--- src/rtl/fetch_unit.sv ---
// Instruction-fetch stage: owns the PC, drives the I-cache each cycle and
// queues {pc, word} pairs for decode through a valid/ready FIFO.
module fetch_unit #(
    parameter logic [63:0] RESET_PC    = 64'h0,
    parameter int          QUEUE_DEPTH = 4
) (
    input  logic        clk,
    input  logic        reset_n,
    output logic [63:0] ic_addr,
    output logic        ic_read_en,
    input  logic [31:0] ic_data,
    input  logic        ic_stall,
    input  logic        redirect_valid,
    input  logic [63:0] redirect_pc,
    output logic        out_valid,
    output logic [31:0] out_instr,
    output logic [63:0] out_pc,
    input  logic        out_ready
);

    localparam int PTR_W = $clog2(QUEUE_DEPTH);
    localparam int CNT_W = PTR_W + 1;

    localparam logic [PTR_W-1:0] PTR_ONE   = PTR_W'(1'b1);
    localparam logic [CNT_W-1:0] CNT_ONE   = CNT_W'(1'b1);
    localparam logic [CNT_W-1:0] CNT_ZERO  = CNT_W'(1'b0);
    localparam logic [CNT_W-1:0] CNT_DEPTH = CNT_W'(QUEUE_DEPTH);

    logic [63:0]      pc_r;
    logic [PTR_W-1:0] wr_ptr_r;
    logic [PTR_W-1:0] rd_ptr_r;
    logic [CNT_W-1:0] count_r;
    logic             out_valid_r;
    logic [31:0]      instr_q_r [QUEUE_DEPTH];
    logic [63:0]      pc_q_r    [QUEUE_DEPTH];

    logic             pop_s;
    logic             room_s;
    logic             read_en_s;
    logic             push_s;
    logic [CNT_W-1:0] count_nxt_s;
    logic [63:0]      redirect_base_s;

    // Handshake decode: pop, room (a full queue may refill on a pop cycle), push.
    always_comb begin
        pop_s           = out_valid_r && out_ready;
        room_s          = (count_r < CNT_DEPTH) || pop_s;
        read_en_s       = reset_n && !redirect_valid && room_s;
        push_s          = read_en_s && !ic_stall;
        redirect_base_s = redirect_pc & ~64'h3;
        case ({push_s, pop_s})
            2'b10:   count_nxt_s = count_r + CNT_ONE;
            2'b01:   count_nxt_s = count_r - CNT_ONE;
            default: count_nxt_s = count_r;
        endcase
    end

    // PC, queue pointers and occupancy; a redirect flushes and wins over push/pop.
    always_ff @(posedge clk or negedge reset_n) begin
        if (!reset_n) begin
            pc_r        <= RESET_PC;
            wr_ptr_r    <= '0;
            rd_ptr_r    <= '0;
            count_r     <= CNT_ZERO;
            out_valid_r <= 1'b0;
        end else if (redirect_valid) begin
            pc_r        <= redirect_base_s;
            wr_ptr_r    <= '0;
            rd_ptr_r    <= '0;
            count_r     <= CNT_ZERO;
            out_valid_r <= 1'b0;
        end else begin
            if (push_s) begin
                pc_r     <= pc_r + 64'd4;
                wr_ptr_r <= wr_ptr_r + PTR_ONE;
            end
            if (pop_s) begin
                rd_ptr_r <= rd_ptr_r + PTR_ONE;
            end
            count_r     <= count_nxt_s;
            out_valid_r <= (count_nxt_s != CNT_ZERO);
        end
    end

    // Queue storage; cleared on reset so the head reads as zero until filled.
    always_ff @(posedge clk or negedge reset_n) begin
        if (!reset_n) begin
            for (int i = 0; i < QUEUE_DEPTH; i++) begin
                instr_q_r[i] <= 32'h0;
                pc_q_r[i]    <= 64'h0;
            end
        end else if (push_s) begin
            instr_q_r[wr_ptr_r] <= ic_data;
            pc_q_r[wr_ptr_r]    <= pc_r;
        end
    end

    assign ic_addr    = pc_r;
    assign ic_read_en = read_en_s;
    assign out_valid  = out_valid_r;
    assign out_instr  = instr_q_r[rd_ptr_r];
    assign out_pc     = pc_q_r[rd_ptr_r];

endmodule

--- config.mk ---
export PLATFORM = sky130hd
export DESIGN_NAME = fetch_unit
export DESIGN_NICKNAME = d
export VERILOG_FILES = /design/src/rtl/fetch_unit.sv
export SDC_FILE = /design/constraint.sdc
export NUM_CORES = 1
export LEC_CHECK = 0
export BUFFER_PORTS_ARGS = -buffer_cell sky130_fd_sc_hd__buf_2
export CAP_MARGIN = 30
export CORE_MARGIN = 2
export CORE_UTILIZATION = 50
export DETAILED_ROUTE_END_ITERATION = 16
export PLACE_DENSITY = 0.71
export RECOVER_POWER = 25
export SLEW_MARGIN = 15
export SYNTH_ARGS = -nofsm -noshare
export SYNTH_HDL_FRONTEND = slang
export SYNTH_SLANG_ARGS = --single-unit
--- constraint.sdc ---
create_clock -name clk -period 4.75 [get_ports clk]
set_clock_uncertainty 0.05 [all_clocks]
set_input_delay 0.475 -clock clk [delete_from_list [all_inputs] [get_ports clk]]
set_output_delay 0.475 -clock clk [all_outputs]
set_load 0.02 [all_outputs]
==> flow_metrics.env, run 1 <==
export IMPL_status="complete, but fails checks"
export IMPL_violations="capacitance limit, slew limit"
export IMPL_start_util_pct=50.8
export IMPL_synth_top_area_cell="dfrtp_1"
export IMPL_tightest_slew_ns=1.60
export IMPL_synthesis_area_sq_mm=0.0208
export IMPL_synthFlopType="dfrtp_1"
export IMPL_syn_inst=1475
export IMPL_critPathBufInv=3
export IMPL_max_freq_mhz=278
export IMPL_cpMaxStageDelayCell="dfrtp_1"
export IMPL_relSlewSlack_pct=-6.97
export IMPL_r2r_start="ic_addr[2]"
export IMPL_layout_commonest_cell="dfrtp_1"
export IMPL_clkLatencyLatePin_ns=0.57
export IMPL_cts_buffers=48
export IMPL_rows=74
export IMPL_die_area_sq_mm=0.0433
export IMPL_grt_antenna_before_repair=6
export IMPL_hp_class="primary input to register"
export IMPL_worstSetupStartpoint="rd_ptr_r[0]"
export IMPL_dp_hpwl_um=33500
export IMPL_layout_nets=1790
export IMPL_grtUsageTotal_pct=24.4
export IMPL_post_cts_buffers=0
export IMPL_ctsResizeCount=0
export IMPL_ys_seq_area_share_pct=53.6
export IMPL_grt_overflow=0
export IMPL_crit_type="register to output port"
export IMPL_async_flop_share_pct=100
export IMPL_ioPinCount=263
export IMPL_cp_end_kind="output port"
export IMPL_vias=13600
export IMPL_reg2reg_to="ic_addr[46]"
export IMPL_synth_top_area_share_pct=53.6
export IMPL_fin_ws_ns=1.16
export IMPL_arrival_ns=3.07
export IMPL_crit_family="flip-flops"
export IMPL_hold_depth=2
export IMPL_die_h_um=208
export IMPL_drt_iter0_markers=870
export IMPL_wl_per_cell_um=23.3
export IMPL_htree_levels=2
export IMPL_rsz0062_at_grt="false"
export IMPL_viasPerCell=6.03
export IMPL_max_cap_violations=3
export IMPL_critPathMaxFanout=31
export IMPL_place_gp_congestion=0.789
export IMPL_fin_crit_ns=3.59
export IMPL_power_density_mw_per_mm2=482
export IMPL_max_stage_delay_ns=1.05
export IMPL_yosys_top_cells_area="dfrtp_1 (54%), mux2_2 (20%), mux4_2 (10%)"
export IMPL_yosysWarnings=0
export IMPL_post_route_drc_count=0
export IMPL_root_buffer="clkbuf_16"
export IMPL_die_w_um=208
export IMPL_r2r_cells=6
export IMPL_ir_worst_vdd_v=0.000319
export IMPL_port_buffers=256
export IMPL_final_hold_violation_count=0
export IMPL_ant_nets=0
export IMPL_clock_path_buffers=3
export IMPL_place_inst=2160
export IMPL_post_route_period_util_pct=75.6
export IMPL_fin_cells=2253
export IMPL_crit_cells=4
export IMPL_synth_seq_cells=446
export IMPL_wl_um=52500
export IMPL_final_cell_mix="dfrtp_1 (445), mux2_2 (376), buf_2 (192)"
export IMPL_coreArea_sq_mm=0.0409
export IMPL_synth_edf_count=0
export IMPL_dr_pass1_iters=5
export IMPL_syn_avg_cell_area_sq_um=14.1
export IMPL_setup_viol=0
export IMPL_crit_chain="buf_16 -> buf_4 -> mux4_2 -> buf_2"
export IMPL_grt_max_degree=76
export IMPL_cts_tree="done"
export IMPL_post_route_cells_drive_above_1_share_pct=45.9
export IMPL_pre_cts_ws_ns=1.30
export IMPL_cts_clk_slew_worst_paths_ns=0.06
export IMPL_r2r_slack_ns=1.64
export IMPL_crit_required_ns=4.22
export IMPL_numClockSinks=446
export IMPL_p_leak_nw=10.7
export IMPL_crit_end="out_pc[12]"
export IMPL_grt_pass1_vias=14200
export IMPL_cts_hold_buf=1
export IMPL_fill_cells=3311
export IMPL_slew_viol_final=193
export IMPL_grt_first_pass_wirelength_um=82800
export IMPL_area_delta_synth_final_pct=15.7
export IMPL_worstSetupStartpointType="register"
export IMPL_yosysUniqueCellTypes=62
export IMPL_final_setup_tns_ns=0
area by class of cell:
type / instances / area (sq um) / area share (%)
Antenna cell: 1 / 2.50 / 0.0104
Clock buffer: 71 / 1400 / 5.81
Clock inverter: 17 / 230 / 0.956
Inverter: 14 / 52.6 / 0.218
Multi-Input combinational cell: 882 / 8990 / 37.4
Sequential cell: 446 / 11200 / 46.4
Tap cell: 532 / 666 / 2.76
Timing Repair Buffer: 290 / 1570 / 6.51
cell families (layout without fill, tap and decap cells):
| group | count (synthesis) | in the layout | share of synthesized area [%] |
|---|---|---|---|
| multiplexers | 479 | 479 | 31.0 |
| flip-flops | 446 | 446 | 53.6 |
| AND/OR/NAND/NOR | 263 | 263 | 7.13 |
| buffers and inverters | 150 | 392 | 3.31 |
| AO/OA/AOI/OAI | 123 | 123 | 4.23 |
| adder cells (fa/ha/maj) | 7 | 7 | 0.457 |
| XOR/XNOR | 6 | 6 | 0.253 |
| other | 1 | 5 | 0.0180 |
how the worst min path moves through the flow:
| stage | slack (ns) | end | start |
|---|---|---|---|
| finish | 0.06 | ic_addr[31] | redirect_pc[31] |
| global route | 0.06 | ic_addr[31] | redirect_pc[31] |
| CTS | 0.03 | ic_addr[31] | redirect_pc[31] |
| detailed placement | 0.37 | ic_addr[25] | reset_n |
| global placement | 0.37 | ic_addr[25] | reset_n |
| floorplan | 0.13 | count_r[0] | reset_n |
Yosys cell counts (all sizes together), types with 4 or more instances:
| cell | number |
|---|---|
| a21oi | 13 |
| a22oi | 8 |
| a31o | 4 |
| a31oi | 6 |
| and2 | 14 |
| and3 | 15 |
| and4 | 15 |
| buf | 78 |
| clkbuf | 58 |
| dfrtp | 446 |
| ha | 6 |
| inv | 14 |
| mux2 | 376 |
| mux2i | 9 |
| mux4 | 94 |
| nand2 | 79 |
| nand3 | 44 |
| nand4 | 26 |
| nor2 | 22 |
| nor3 | 9 |
| nor4 | 9 |
| o211ai | 21 |
| o21ai | 26 |
| o311ai | 26 |
| or3 | 6 |
| or4 | 11 |
| xor2 | 4 |
sequential cells by signal, indices dropped and copies added, names as in the netlist:
name,count
pc_q_r,248
instr_q_r,128
ic_addr,62
count_r,3
rd_ptr_r,2
wr_ptr_r,2
out_valid,1
per-stage QoR:
stage / total power, W / area [sq um] / utilization [%] / hold WS, ns
floorplan: 0.00690 / 20800 / - / 0.129
global placement: 0.00773 / 22500 / 54.9 / 0.366
CTS: 0.0117 / 24100 / 59.0 / 0.0253
finish: 0.0116 / 24100 / 58.8 / 0.0626
global route: 0.0121 / 24100 / 58.8 / 0.0573
detailed placement: 0.00785 / 22500 / 55.0 / 0.373
power breakdown:
group	total (W)	internal (W)	switching (W)
Sequential	0.00505	0.00453	0.000528
Clock	0.00384	0.00231	0.00153
Combinational	0.00271	0.00136	0.00136
Total	0.0116	0.00819	0.00341
layer usage:
metal / part of all wire, % / track usage (%)
met5: 0.13 / 0
met1: 42 / 32.6
met3: 7.2 / 6.28
met4: 2.3 / 7.09
met2: 49 / 39.5
(Power assumes the default switching activity.)
==> run 2: changes to the inputs <==
--- a/config.mk
+++ b/config.mk
@@ -10,7 +10,7 @@
 export CORE_MARGIN = 2
 export CORE_UTILIZATION = 50
 export DETAILED_ROUTE_END_ITERATION = 16
-export PLACE_DENSITY = 0.71
+export PLACE_DENSITY = 0.74
 export RECOVER_POWER = 25
 export SLEW_MARGIN = 15
 export SYNTH_ARGS = -nofsm -noshare
==> constraint.sdc (replaced) <==
create_clock -name clk -period 3.3 [get_ports clk]
set_clock_uncertainty 0.05 [all_clocks]
set_input_delay 0.33 -clock clk [delete_from_list [all_inputs] [get_ports clk]]
set_output_delay 0.33 -clock clk [all_outputs]
set_load 0.02 [all_outputs]
==> run 2 against run 1 <==
  * Routed wire length rose by 2.6%
  * Register-to-register slack worse by 1.3 ns
  * The flow now finishes without violations
  * Core utilization is 2.7 points higher
  * Global-route usage rose by 0.72 points
  * Design area up 4.6%
  * Critical path depth grew 3
==> flow_metrics.env, run 2 (synthesis results as in run 1) <==
export IMPL_critPathMaxFanout=20
export IMPL_ir_worst_vdd_v=0.000450
export IMPL_max_cap_violations=0
export IMPL_pwr_share_clk_pct=34.5
export IMPL_dr_pass1_iters=5
export IMPL_fin_cells=2345
export IMPL_grt_max_degree=169
export IMPL_power_switching_w=0.00499
export IMPL_hp_class="primary input to register"
export IMPL_vias=14100
export IMPL_dp_hpwl_um=34200
export IMPL_comb_power_share_pct=23.3
export IMPL_numClockSinks=446
export IMPL_arrival_ns=3.37
export IMPL_tightest_slew_ns=0.944
export IMPL_cts_hold_buf=89
export IMPL_final_setup_tns_ns=0
export IMPL_layout_nets=1882
export IMPL_post_route_cells_drive_above_1_share_pct=44.2
export IMPL_hold_ws_ns=0.0400
export IMPL_viasPerCell=6.02
export IMPL_area_delta_synth_final_pct=21.0
export IMPL_cts_clk_slew_worst_paths_ns=0.06
export IMPL_grt_antenna_before_repair=3
export IMPL_drt_iter0_markers=1106
export IMPL_wl_um=53900
export IMPL_layout_commonest_cell="dfrtp_1"
export IMPL_crit_type="register to register"
export IMPL_fin_crit_ns=2.97
export IMPL_grtUsageTotal_pct=25.1
export IMPL_die_h_um=208
export IMPL_rsz0062_at_grt="false"
export IMPL_grt_pass1_vias=14800
export IMPL_cp_end_kind="register"
export IMPL_final_hold_violation_count=0
export IMPL_worstSetupStartpointType="register"
export IMPL_pwr_share_seq_pct=42.2
export IMPL_regMostFlops="pc_q_r"
export IMPL_post_route_drc_count=0
export IMPL_antenna_cells=0
export IMPL_sw_frac_of_total_pct=29.0
export IMPL_place_gp_congestion=0.805
export IMPL_final_cell_mix="dfrtp_1 (444), mux2_2 (376), buf_2 (192)"
export IMPL_ant_nets=0
export IMPL_post_cts_buffers=0
export IMPL_slew_viol_final=0
export IMPL_cts_tree="done"
export IMPL_largest_reg_flops=248
export IMPL_p_int_w=0.0122
export IMPL_ctsResizeCount=0
export IMPL_crit_required_ns=3.70
export IMPL_place_inst=2167
export IMPL_coreArea_sq_mm=0.0409
export IMPL_grt_first_pass_wirelength_um=85500
export IMPL_p_leak_nw=11.2
export IMPL_clkLatencyLatePin_ns=0.59
export IMPL_ioPinCount=263
export IMPL_fin_ws_ns=0.327
export IMPL_relSlewSlack_pct=37.1
export IMPL_port_buffers=256
export IMPL_max_freq_mhz=336
export IMPL_die_area_sq_mm=0.0433
export IMPL_max_stage_delay_ns=0.70
export IMPL_setup_viol=0
export IMPL_root_buffer="clkbuf_16"
export IMPL_cpMaxStageDelayCell="and2_2"
export IMPL_pre_cts_ws_ns=0.483
export IMPL_status="completed"
export IMPL_start_util_pct=50.8
export IMPL_wl_per_cell_um=23.0
export IMPL_clock_path_buffers=3
export IMPL_crit_path_frequent_cell="clkbuf_1"
export IMPL_die_w_um=208
export IMPL_r2r_slack_ns=0.33
export IMPL_grt_overflow=0
export IMPL_htree_levels=2
export IMPL_post_route_period_util_pct=90.1
export IMPL_crit_chain="a21boi_0 -> nor4b_4 -> clkbuf_1 -> clkbuf_1 -> and2_2 -> buf_4 -> mux2_2"
export IMPL_power_density_mw_per_mm2=685
export IMPL_rows=74
export IMPL_cts_buffers=48
## run 2: changes by cell type in the layout (fill, tap and decap cells not counted), moves of 3 or more
| cell | previous run | this run |
|---|---|---|
| buf_12 | 6 | 12 |
| bufinv_16 | 5 | 9 |
| clkbuf_1 | 79 | 73 |
| clkbuf_8 | 9 | 13 |
| clkinv_2 | 5 | 8 |
| clkinvlp_4 | 5 | 1 |
| dlygate4sd3_1 | 1 | 89 |
## run 2: final cells by class
class                           count  area [sq um]
Timing Repair Buffer              382          2520
Clock buffer                       68          1430
Multi-Input combinational cell    882          8990
Tap cell                          532           666
Fill cell                        3046         15800
Clock inverter                     21           344
Sequential cell                   446         11200
Inverter                           14          52.6
## run 2: final timing paths
kind	startpoint	end	cells past startpoint
max in group asynchronous	reset_n	rd_ptr_r[0]	4
setup / recovery	count_r[2]	instr_q_r[36]	7
setup reg to reg	count_r[2]	instr_q_r[36]	7
hold reg to reg	instr_q_r[17]	instr_q_r[17]	1
min in group asynchronous	reset_n	pc_q_r[13]	3
hold / removal	redirect_pc[25]	ic_addr[25]	4
## run 2: metal layers
metal  vias up  global-route usage (%)  share of wire, %
li1       6114                       -                 -
met1      7434                    33.2                41
met2       463                    40.4                49
met3       105                    6.42               7.2
met4         6                    8.76               3.2
met5         -                       0             0.085
## run 2: metrics by stage
stage	utilization (%)	area [sq um]	total power, W
after detailed placement	55.3	22600	0.0113
after floorplan	-	20800	0.00993
after global placement	55.2	22600	0.0111
final	61.5	25200	0.0172
after global routing	61.5	25200	0.0180
after CTS	61.8	25300	0.0174
## run 2: critical path, delay by kind of cell, from the launching register on
family / cells / cell delay [ns]
simple gates: 2 / 0.95
mux: 1 / 0.36
buf+inv: 3 / 0.90
compound gates: 1 / 0.20
flops: 1 / 0.39
## run 2: power groups by stage
stage,Sequential (W),Clock (W),Combinational [W]
3_3_place_gp,0.00725,0,0.00388
2_1_floorplan,0.00709,0,0.00283
3_5_place_dp,0.00735,0,0.00397
4_1_cts,0.00726,0.00607,0.00407
5_1_grt,0.00742,0.00627,0.00430
6_report,0.00728,0.00595,0.00401
==> run 3: changes to the inputs <==
--- a/config.mk
+++ b/config.mk
@@ -11,7 +11,6 @@
 export CORE_UTILIZATION = 50
 export DETAILED_ROUTE_END_ITERATION = 16
 export PLACE_DENSITY = 0.74
-export RECOVER_POWER = 25
 export SLEW_MARGIN = 15
 export SYNTH_ARGS = -nofsm -noshare
 export SYNTH_HDL_FRONTEND = slang
==> run 3 against run 2 <==
  * Largest cell class unchanged
  * Final cell count unchanged
  * Via count decreased by 0.34%
  * Non-clock buffer count unchanged
  * Critical endpoint is now ic_addr[46]
  * Routed wire length about the same
  * Die area unchanged
  * Setup slack improved by 0.13 ns
  * Hold slack improved by 0.0067 ns
==> flow_metrics.env, run 3 (synthesis results as in run 1) <==
export IMPL_grt_overflow=0
export IMPL_start_util_pct=50.8
export IMPL_layout_commonest_cell="dfrtp_1"
export IMPL_status="completed"
export IMPL_die_h_um=208
export IMPL_max_cap_violations=0
export IMPL_crit_path_frequent_cell="nand3_1"
export IMPL_final_setup_tns_ns=0
export IMPL_crit_chain="ha_1 -> nand3_1 -> nor4_2 -> nand3_1 -> or4_1 -> nand3_1"
export IMPL_cts_clk_slew_worst_paths_ns=0.06
export IMPL_post_route_cells_drive_above_1_share_pct=48.0
export IMPL_cp_end_kind="register"
export IMPL_hp_class="primary input to register"
export IMPL_ir_worst_vdd_v=0.000449
export IMPL_slew_viol_final=0
export IMPL_max_freq_mhz=352
export IMPL_post_route_drc_count=0
export IMPL_ant_nets=0
export IMPL_grt_pass1_vias=14800
export IMPL_dr_pass1_iters=5
export IMPL_final_area_sq_mm=0.0253
export IMPL_power_density_mw_per_mm2=683
export IMPL_numClockSinks=446
export IMPL_clkLatencyLatePin_ns=0.59
export IMPL_grt_antenna_before_repair=3
export IMPL_p_leak_nw=11.4
export IMPL_port_buffers=256
export IMPL_relSlewSlack_pct=36.9
export IMPL_dp_hpwl_um=34200
export IMPL_arrival_ns=3.31
export IMPL_die_area_sq_mm=0.0433
export IMPL_drt_iter0_markers=1087
export IMPL_worstSetupStartpointType="register"
export IMPL_antenna_cells=0
export IMPL_max_stage_delay_ns=0.62
export IMPL_setup_viol=0
export IMPL_htree_levels=2
export IMPL_regMostFlops="pc_q_r"
export IMPL_tightest_slew_ns=0.946
export IMPL_final_cell_mix="dfrtp_1 (444), mux2_2 (376), buf_2 (255)"
export IMPL_critPathMaxFanout=11
export IMPL_rsz0062_at_grt="false"
export IMPL_layout_nets=1882
export IMPL_root_buffer="clkbuf_16"
export IMPL_grt_first_pass_wirelength_um=85500
export IMPL_vias=14100
export IMPL_cpMaxStageDelayCell="or4_1"
export IMPL_placed_cell_area_sq_mm=0.0226
export IMPL_area_delta_synth_final_pct=21.5
export IMPL_coreArea_sq_mm=0.0409
export IMPL_cts_tree="done"
export IMPL_ioPinCount=263
export IMPL_final_hold_violation_count=0
export IMPL_rows=74
export IMPL_place_gp_congestion=0.805
export IMPL_die_w_um=208
export IMPL_wl_um=53800
export IMPL_largest_reg_flops=248
export IMPL_crit_required_ns=3.77
export IMPL_post_route_period_util_pct=86.1
export IMPL_grt_max_degree=169
export IMPL_cts_buffers=48
export IMPL_ctsResizeCount=0
export IMPL_wl_per_cell_um=23.0
export IMPL_fin_crit_ns=2.84
export IMPL_crit_type="register to register"
export IMPL_r2r_slack_ns=0.46
export IMPL_viasPerCell=6.00
export IMPL_clock_path_buffers=3
export IMPL_grtUsageTotal_pct=25.1
## run 3: per-stage QoR
stage               util, %  hold slack [ns]  total power (W)  setup WS (ns)  std cells
floorplan                 -          -0.0156          0.00993          0.573       1478
global placement       55.2            0.433           0.0111          0.533       2166
detailed placement     55.3            0.440           0.0113          0.483       2167
CTS                    61.8          0.00601           0.0174          0.382       2345
global route           61.8           0.0464           0.0180          0.132       2345
finish                 61.8           0.0466           0.0173          0.459       2345
## run 3: worst max-delay path, delay by kind of cell, from the launching register on
kind          cells  cell delay, ns
simple gates      5            1.92
flops             1            0.51
fa+ha+maj         1            0.30
## run 3: layout make-up
class	instances	area (sq um)
clock buffers	68	1430
clock inverters	21	344
fillers	2998	15600
inverters	14	52.6
multi-input cells	882	9000
flip-flops and latches	446	11200
well taps	532	666
repair buffers	382	2630
## run 3: path summary, 6_finish.rpt
kind / from / endpoint / cells past startpoint
max reg2reg: ic_addr[3] / ic_addr[46] / 6
min reg2reg: pc_q_r[124] / pc_q_r[124] / 1
max in group asynchronous: reset_n / rd_ptr_r[0] / 4
min in group asynchronous: reset_n / pc_q_r[13] / 3
min: redirect_pc[25] / ic_addr[25] / 4
max: ic_addr[3] / ic_addr[46] / 6
## run 3: power breakdown
part	switching, W	internal, W
clock network	0.00223	0.00372
registers	0.000757	0.00652
logic	0.00200	0.00204
total	0.00498	0.0123
## run 3: per-layer routing
metal	routed length, um	GRT usage [%]	up-vias
li1	-	-	6126
met1	22200	33.2	7400
met2	26200	40.4	447
met3	3720	6.42	95
met4	1600	8.76	6
met5	44	0	-
## run 3: repair_timing
action                    in CTS  in global routing
buffers inserted               0                  0
hold buffers                  89                  0
hold endpoints to repair     315                  0
